[config.mk]
export PLATFORM = sky130hd
export DESIGN_NAME = config_chain_loader_flat
export DESIGN_NICKNAME = d
export VERILOG_FILES = /design/src/rtl/config_chain_loader_if.sv /design/src/rtl/config_chain_loader.sv /design/src/flat_wrapper.sv
export SDC_FILE = /design/constraint.sdc
export NUM_CORES = 1
export LEC_CHECK = 0
export BUFFER_PORTS_ARGS = -buffer_cell sky130_fd_sc_hd__buf_2
export CAP_MARGIN = 10
export CORE_MARGIN = 5
export CORE_UTILIZATION = 45
export CTS_BUF_LIST = sky130_fd_sc_hd__clkbuf_2
export CTS_CLUSTER_SIZE = 8
export DETAILED_ROUTE_END_ITERATION = 10
export PLACE_DENSITY = 0.65
export SLEW_MARGIN = 10
export SYNTH_ARGS = -nofsm -noshare
export SYNTH_HDL_FRONTEND = slang
export SYNTH_SLANG_ARGS = --single-unit
[constraint.sdc]
create_clock -name wb_clk_i -period 22.9 [get_ports wb_clk_i]
set_input_delay 3.435 -clock wb_clk_i [delete_from_list [all_inputs] [get_ports wb_clk_i]]
set_output_delay 3.435 -clock wb_clk_i [all_outputs]
set_load 0.02 [all_outputs]
[src/rtl/config_chain_loader_if.sv]
// Bus bundle for config_chain_loader: shift/commit controls from the configurator
// and the committed config, chain and status back from the loader.
interface config_chain_loader_if #(
  parameter int CHAIN_LEN = 64,
  parameter int LANES     = 4
);
  localparam int CW = $clog2(CHAIN_LEN + 1);

  logic                       cen;
  logic [LANES-1:0]           shift_in;
  logic [LANES-1:0]           set_in;
  logic                       err_clr;
  logic [LANES*CHAIN_LEN-1:0] config_out;
  logic [LANES-1:0]           chain_out;
  logic [CW-1:0]              bit_count;
  logic [LANES-1:0]           lane_valid;
  logic                       count_err;

  modport master (
    output cen, shift_in, set_in, err_clr,
    input  config_out, chain_out, bit_count, lane_valid, count_err
  );

  modport slave (
    input  cen, shift_in, set_in, err_clr,
    output config_out, chain_out, bit_count, lane_valid, count_err
  );
endinterface

[src/rtl/config_chain_loader.sv]
// Multi-lane serial config loader: per-lane shadow shift registers committed into
// directly-registered config words, with a saturating bit counter and sticky count check.
module config_chain_loader #(
  parameter int CHAIN_LEN = 64,
  parameter int LANES     = 4
) (
  input  logic                 wb_clk_i,
  input  logic                 wb_rst_i,
  config_chain_loader_if.slave bus
);
  localparam int CW = $clog2(CHAIN_LEN + 1);
  localparam logic [CW-1:0] FULL = CW'(CHAIN_LEN);

  logic [LANES-1:0][CHAIN_LEN-1:0] shadow;
  logic [LANES-1:0][CHAIN_LEN-1:0] committed;
  logic [LANES-1:0]                chain_q;
  logic [LANES-1:0]                valid_q;
  logic [CW-1:0]                   count_q;
  logic                            err_q;
  logic                            any_set;

  assign any_set = |bus.set_in;

  // Commit samples the pre-edge shadow, so a same-edge shift never leaks into it.
  always_ff @(posedge wb_clk_i or posedge wb_rst_i) begin
    if (wb_rst_i) begin
      shadow    <= '0;
      committed <= '0;
      chain_q   <= '0;
      valid_q   <= '0;
    end else begin
      for (int unsigned i = 0; i < LANES; i++) begin
        chain_q[i] <= shadow[i][0];
        if (bus.set_in[i]) begin
          committed[i] <= shadow[i];
          valid_q[i]   <= 1'b1;
        end
        if (bus.cen)
          shadow[i] <= {bus.shift_in[i], shadow[i][CHAIN_LEN-1:1]};
      end
    end
  end

  always_ff @(posedge wb_clk_i or posedge wb_rst_i) begin
    if (wb_rst_i) begin
      count_q <= '0;
    end else if (any_set) begin
      count_q <= bus.cen ? CW'(1) : '0;
    end else if (bus.cen && count_q != FULL) begin
      count_q <= count_q + CW'(1);
    end
  end

  // A count-error commit outranks a same-edge clear.
  always_ff @(posedge wb_clk_i or posedge wb_rst_i) begin
    if (wb_rst_i)
      err_q <= 1'b0;
    else if (any_set && count_q != FULL)
      err_q <= 1'b1;
    else if (bus.err_clr)
      err_q <= 1'b0;
  end

  assign bus.config_out = committed;
  assign bus.chain_out  = chain_q;
  assign bus.bit_count  = count_q;
  assign bus.lane_valid = valid_q;
  assign bus.count_err  = err_q;
endmodule

[src/flat_wrapper.sv]
// flat-port wrapper written by rule: the top's interface ports become plain ports
module config_chain_loader_flat 
#(
  parameter int CHAIN_LEN = 64,
  parameter int LANES     = 4
)
  (wb_clk_i, wb_rst_i, bus_cen, bus_shift_in, bus_set_in, bus_err_clr, bus_config_out, bus_chain_out, bus_bit_count, bus_lane_valid, bus_count_err);
  config_chain_loader_if #(.CHAIN_LEN(CHAIN_LEN), .LANES(LANES)) bus_i ();
  input  logic wb_clk_i;
  input  logic wb_rst_i;
  input wire logic [$bits(bus_i.cen)-1:0] bus_cen;
  input wire logic [$bits(bus_i.shift_in)-1:0] bus_shift_in;
  input wire logic [$bits(bus_i.set_in)-1:0] bus_set_in;
  input wire logic [$bits(bus_i.err_clr)-1:0] bus_err_clr;
  output wire logic [$bits(bus_i.config_out)-1:0] bus_config_out;
  output wire logic [$bits(bus_i.chain_out)-1:0] bus_chain_out;
  output wire logic [$bits(bus_i.bit_count)-1:0] bus_bit_count;
  output wire logic [$bits(bus_i.lane_valid)-1:0] bus_lane_valid;
  output wire logic [$bits(bus_i.count_err)-1:0] bus_count_err;
  assign bus_i.cen = bus_cen;
  assign bus_i.shift_in = bus_shift_in;
  assign bus_i.set_in = bus_set_in;
  assign bus_i.err_clr = bus_err_clr;
  assign bus_config_out = bus_i.config_out;
  assign bus_chain_out = bus_i.chain_out;
  assign bus_bit_count = bus_i.bit_count;
  assign bus_lane_valid = bus_i.lane_valid;
  assign bus_count_err = bus_i.count_err;
  config_chain_loader #(.CHAIN_LEN(CHAIN_LEN), .LANES(LANES)) u_core (.wb_clk_i(wb_clk_i), .wb_rst_i(wb_rst_i), .bus(bus_i));
endmodule
After elaboration in Yosys (flattened, before gate mapping). Cells that the tools add are included.

Register bits after elaboration: 528. Output and inout bits: 272. Logic and storage cells: 27. Input bits: 12.

Add/sub/neg operators: 1. Reduce and logical (&&, ||, !) cells: 5. Mux-type cells: 5. Equality and inequality tests: 1.

Operator list (count): 2-to-1 mux 7 bit (2); adder 7 x 1 -> 7 bit, second input constant (1); inequality test 7 bit, second input constant (1); nonzero test 2 bit (2); OR reduction 4 bit (1); 2-to-1 mux 1 bit (3); logical AND 1 bit (2).

Logic depth before layout (Yosys ltp).
Depth in word-level cells: 4. Gate-level depth with buffers: 5. Gate-level depth less buffers: 4.

Worst setup path after synthesis. Ideal clock, no wire load.

Path type: input to register. Start point: input bus_set_in[1]. End point: register u_core.count_q[0] (netlist: u_core.bus.bit_count[0]). Arrival time: 4.314 ns. Slack: 18.458 ns. Required time: 22.772 ns. Path buffers: 1. Setup time: 0.128 ns. Stages on the path: 4. Cells stage by stage: or4_1 -> buf_2 -> a311oi_2 -> a211oi_1.

Word-level cells in the longest chain between the ends: 2. Elaborated cells between the ends (all ways): 3. Those cells by class: 1 x mux; 2 x reduce/logical.

RTL lines: start: declaration (RTL line flat_wrapper.sv:13) `input wire logic [$bits(bus_i.set_in)-1:0] bus_set_in;`; OR reduction 4 bit (*) (RTL line config_chain_loader.sv:22) `assign any_set = |bus.set_in;`; 2-to-1 mux 7 bit or nonzero test 2 bit (tied branches); end signal: assignment (RTL line config_chain_loader.sv:48) `count_q <= bus.cen ? CW'(1) : '0;`; end signal: assignment (RTL line config_chain_loader.sv:50) `count_q <= count_q + CW'(1);`; end: declaration (RTL line config_chain_loader.sv:18) `logic [CW-1:0] count_q;`.

Mark *: on every way between the ends. The rest lies on a longest branch, timed or not. A chain may end at the register's enable or synchronous reset.

Final worst setup path.
Start point: input bus_cen. End point: register u_core.shadow[183] in the netlist's numbering.

RTL lines: start: declaration (RTL line flat_wrapper.sv:11) `input wire logic [$bits(bus_i.cen)-1:0] bus_cen;`; end signal: indexed assignment (RTL line config_chain_loader.sv:39) `shadow[i] <= {bus.shift_in[i], shadow[i][CHAIN_LEN-1:1]};`; end: declaration (RTL line config_chain_loader.sv:14) `logic [LANES-1:0][CHAIN_LEN-1:0] shadow;`.

No word-level cell between the ends.

==> summary.txt <==
Detailed placement HPWL: 24.2 mm
Ports: 284
LEAKAGE: 12.0 nW
FFs w/ async S/R, synth: 100%
Status: finished clean
Post-route ant nets: 0
Fmax: 0.178 GHz
Tmin final: 5.61 ns
First-pass GRT wire length: 61.6 mm
Vias per std cell: 4.89
Num CTS Buffers: 136
Syn_area_per_cell: 17.1 um^2
Worst Path Arrival: 6.48 ns
Clk buf depth: 3
RSZ-0062 raised after global routing: false
Drc violations: 0
Share of cells above drive strength 1: 63.7%
Clock Latency Late Sink: 1.06 ns
Critical Path RT: 23.77 ns
WS Path Type: primary input to flip-flop
Largest net degree at the start of global routing: 129
Setup TNS: 0 ns
CTS root buf: clkbuf_2
Post-Syn Area: 19500 um^2
Avg WL per Cell: 17.4 um
PostCTS Resize Cnt: 0
Hold_buf cts: 0
GPL Wtd Cong: 0.745
GR Util All Layers: 16.1%
H-tree level count: 4
Starting density of the core: 45.5%
Register area share after synthesis: 67.6%
Crit Path Max Fanout: 112
Overall routed net length: 38.0 mm
Worst min-delay path class: flip-flop to flip-flop
Startpoint types: primary input
Worst IR Drop VDD: 0.0517 mV
Synth cell types: 26
Critical Path Sink Type: flip-flop
Postcts setup bufs: 0
Yosys warns: 0
Vias: 10695
Starting DRT DRC Count: 467
Nets: 1530
PortBufs: 283
Antenna violations before repair: 2
Clk slew on worst S/H paths: 0.10 ns
Final Hold Viols: 0
Die area: 47700 um^2
Final setup fails: 0
Number of global-route vias before repair: 11492
Global route total overflow: 0
Total core area: 43000 um^2
CTS sink cnt: 528
CTS tree: yes
Die X: 218 um
Fin crit share: 24.5%
Area growth syn-to-layout: 16.1%
Flops & latches, synth: 528
Worst rel slew slack: 29.9%
Most common flop cell mapped by yosys: dfrtp_1
Drt pass-1 iters: 4
Post-synthesis instance total: 1142
EDFF count, synth: 0
Max-cap violations: 0
Final slew viol count: 0
Worst-Margin Slew: 1.05 ns
# rows: 76
Die Y: 218 um
Max Clock Skew: 0.0602 ns
Pwr Density: 101 nW/um^2
Net Count, Synth: 1156
Fin Hold WS: 0.396 ns
-- sequential cells by signal, indices dropped and copies added, names as in the netlist --
signal                 count
u_core.bus.bit_count       7
u_core.bus.chain_out       4
u_core.bus.config_out    256
u_core.bus.count_err       1
u_core.bus.lane_valid      4
u_core.shadow            256
-- kinds of logic (layout without fill, tap and decap cells) --
family                   Yosys count  after routing  synth area share, %
multiplexers                     513            513                 29.5
buffers and inverters             63            520                 1.57
AND/OR/NAND/NOR                   23             23                0.653
XOR/XNOR                           2              2               0.0896
adder cells (fa/ha/maj)            2              2                0.128
AO/OA/AOI/OAI                     11             11                0.410
flip-flops                       528            528                 67.6
other                              0              1                    0
-- layout make-up --
type                    count  area (um^2)
flip-flops and latches    528        13200
clock buffers             192          961
well taps                 585          732
clock inverters            29          219
diodes                      1         2.50
fillers                  3808        20300
inverters                   5         26.3
repair buffers            294         1510
multi-input cells         551         6030
-- where the power goes --
| part | leakage (nW) | internal (mW) | switching, mW |
|---|---|---|---|
| combinational | 4.12 | 0.206 | 0.242 |
| sequential | 6.96 | 1.11 | 0.113 |
| clock | 0.916 | 0.267 | 0.358 |
| total | 12.0 | 1.58 | 0.713 |
-- per-layer routing --
layer / global-route usage, % / wire length [um] / vias to the layer above / part of all wire, %
li1: - / - / 4884 / -
met1: 20.9 / 16500 / 5481 / 43
met2: 24.1 / 17600 / 265 / 46
met3: 6.41 / 2940 / 63 / 7.7
met4: 7.31 / 1000 / 2 / 2.6
met5: 0 / 13 / - / 0.034
-- per-stage QoR --
stage | worst slack, ns | total power, mW | util (%) | area (um^2) | instances
finish | 17.29 | 2.29 | 52.8 | 22700 | 2185
global route | 16.89 | 2.44 | 52.8 | 22700 | 2185
CTS | 17.36 | 2.34 | 52.8 | 22700 | 2184
detailed placement | 16.13 | 1.70 | 50.0 | 21500 | 1963
global placement | 16.21 | 1.69 | 50.0 | 21500 | 1963
floorplan | 4.71 | 1.52 | - | 19500 | 1142
-- cell usage after synthesis, types with 2 or more instances --
cell	n	area [um^2]
nand3_1	3	15.0
dfrtp_1	528	13200
inv_1	5	18.8
nor2_1	3	11.3
or3_1	2	12.5
nand2_1	5	18.8
xor2_1	2	17.5
o21ai_0	2	10.0
mux2_2	512	5770
a21oi_1	3	15.0
or2_2	4	25.0
ha_1	2	25.0
nand4_1	2	12.5
buf_2	56	280
clkbuf_1	2	7.51
-- placed cells by master, fill, tap and decap left out, types with 3 or more instances in the layout --
master	netlist	layout
dfrtp_1	528	528
mux2_2	512	512
bufinv_16	0	4
buf_4	0	12
nand2_1	5	5
clkbuf_2	0	192
clkinv_1	0	16
clkinv_2	0	4
buf_2	56	281
or2_2	4	4
inv_2	0	5
a21oi_1	3	3
nor2_1	3	3
inv_1	5	4
nand3_1	3	3
-- worst paths after layout --
kind,start,to,slack [ns],depth (start not counted)
max,bus_cen,u_core.shadow[183]$_DFFE_PP0P_,17.29,4
min,u_core.shadow[128]$_DFFE_PP0P_,u_core.bus.chain_out[2]$_DFF_PP0_,0.40,0
max reg2reg,u_core.bus.bit_count[2]$_DFFE_PP0P_,u_core.bus.bit_count[0]$_DFFE_PP0P_,21.43,3
min reg2reg,u_core.shadow[128]$_DFFE_PP0P_,u_core.bus.chain_out[2]$_DFF_PP0_,0.40,0
max in group asynchronous,wb_rst_i,u_core.shadow[103]$_DFFE_PP0P_,17.34,5
min in group asynchronous,wb_rst_i,u_core.bus.config_out[62]$_DFFE_PP0P_,2.59,2
-- worst max-delay path, stage by stage --
cell	delay [ns]
buf_8	0.54
buf_4	0.89
buf_4	0.87
mux2_2	0.41
(Power assumes the default switching activity.)
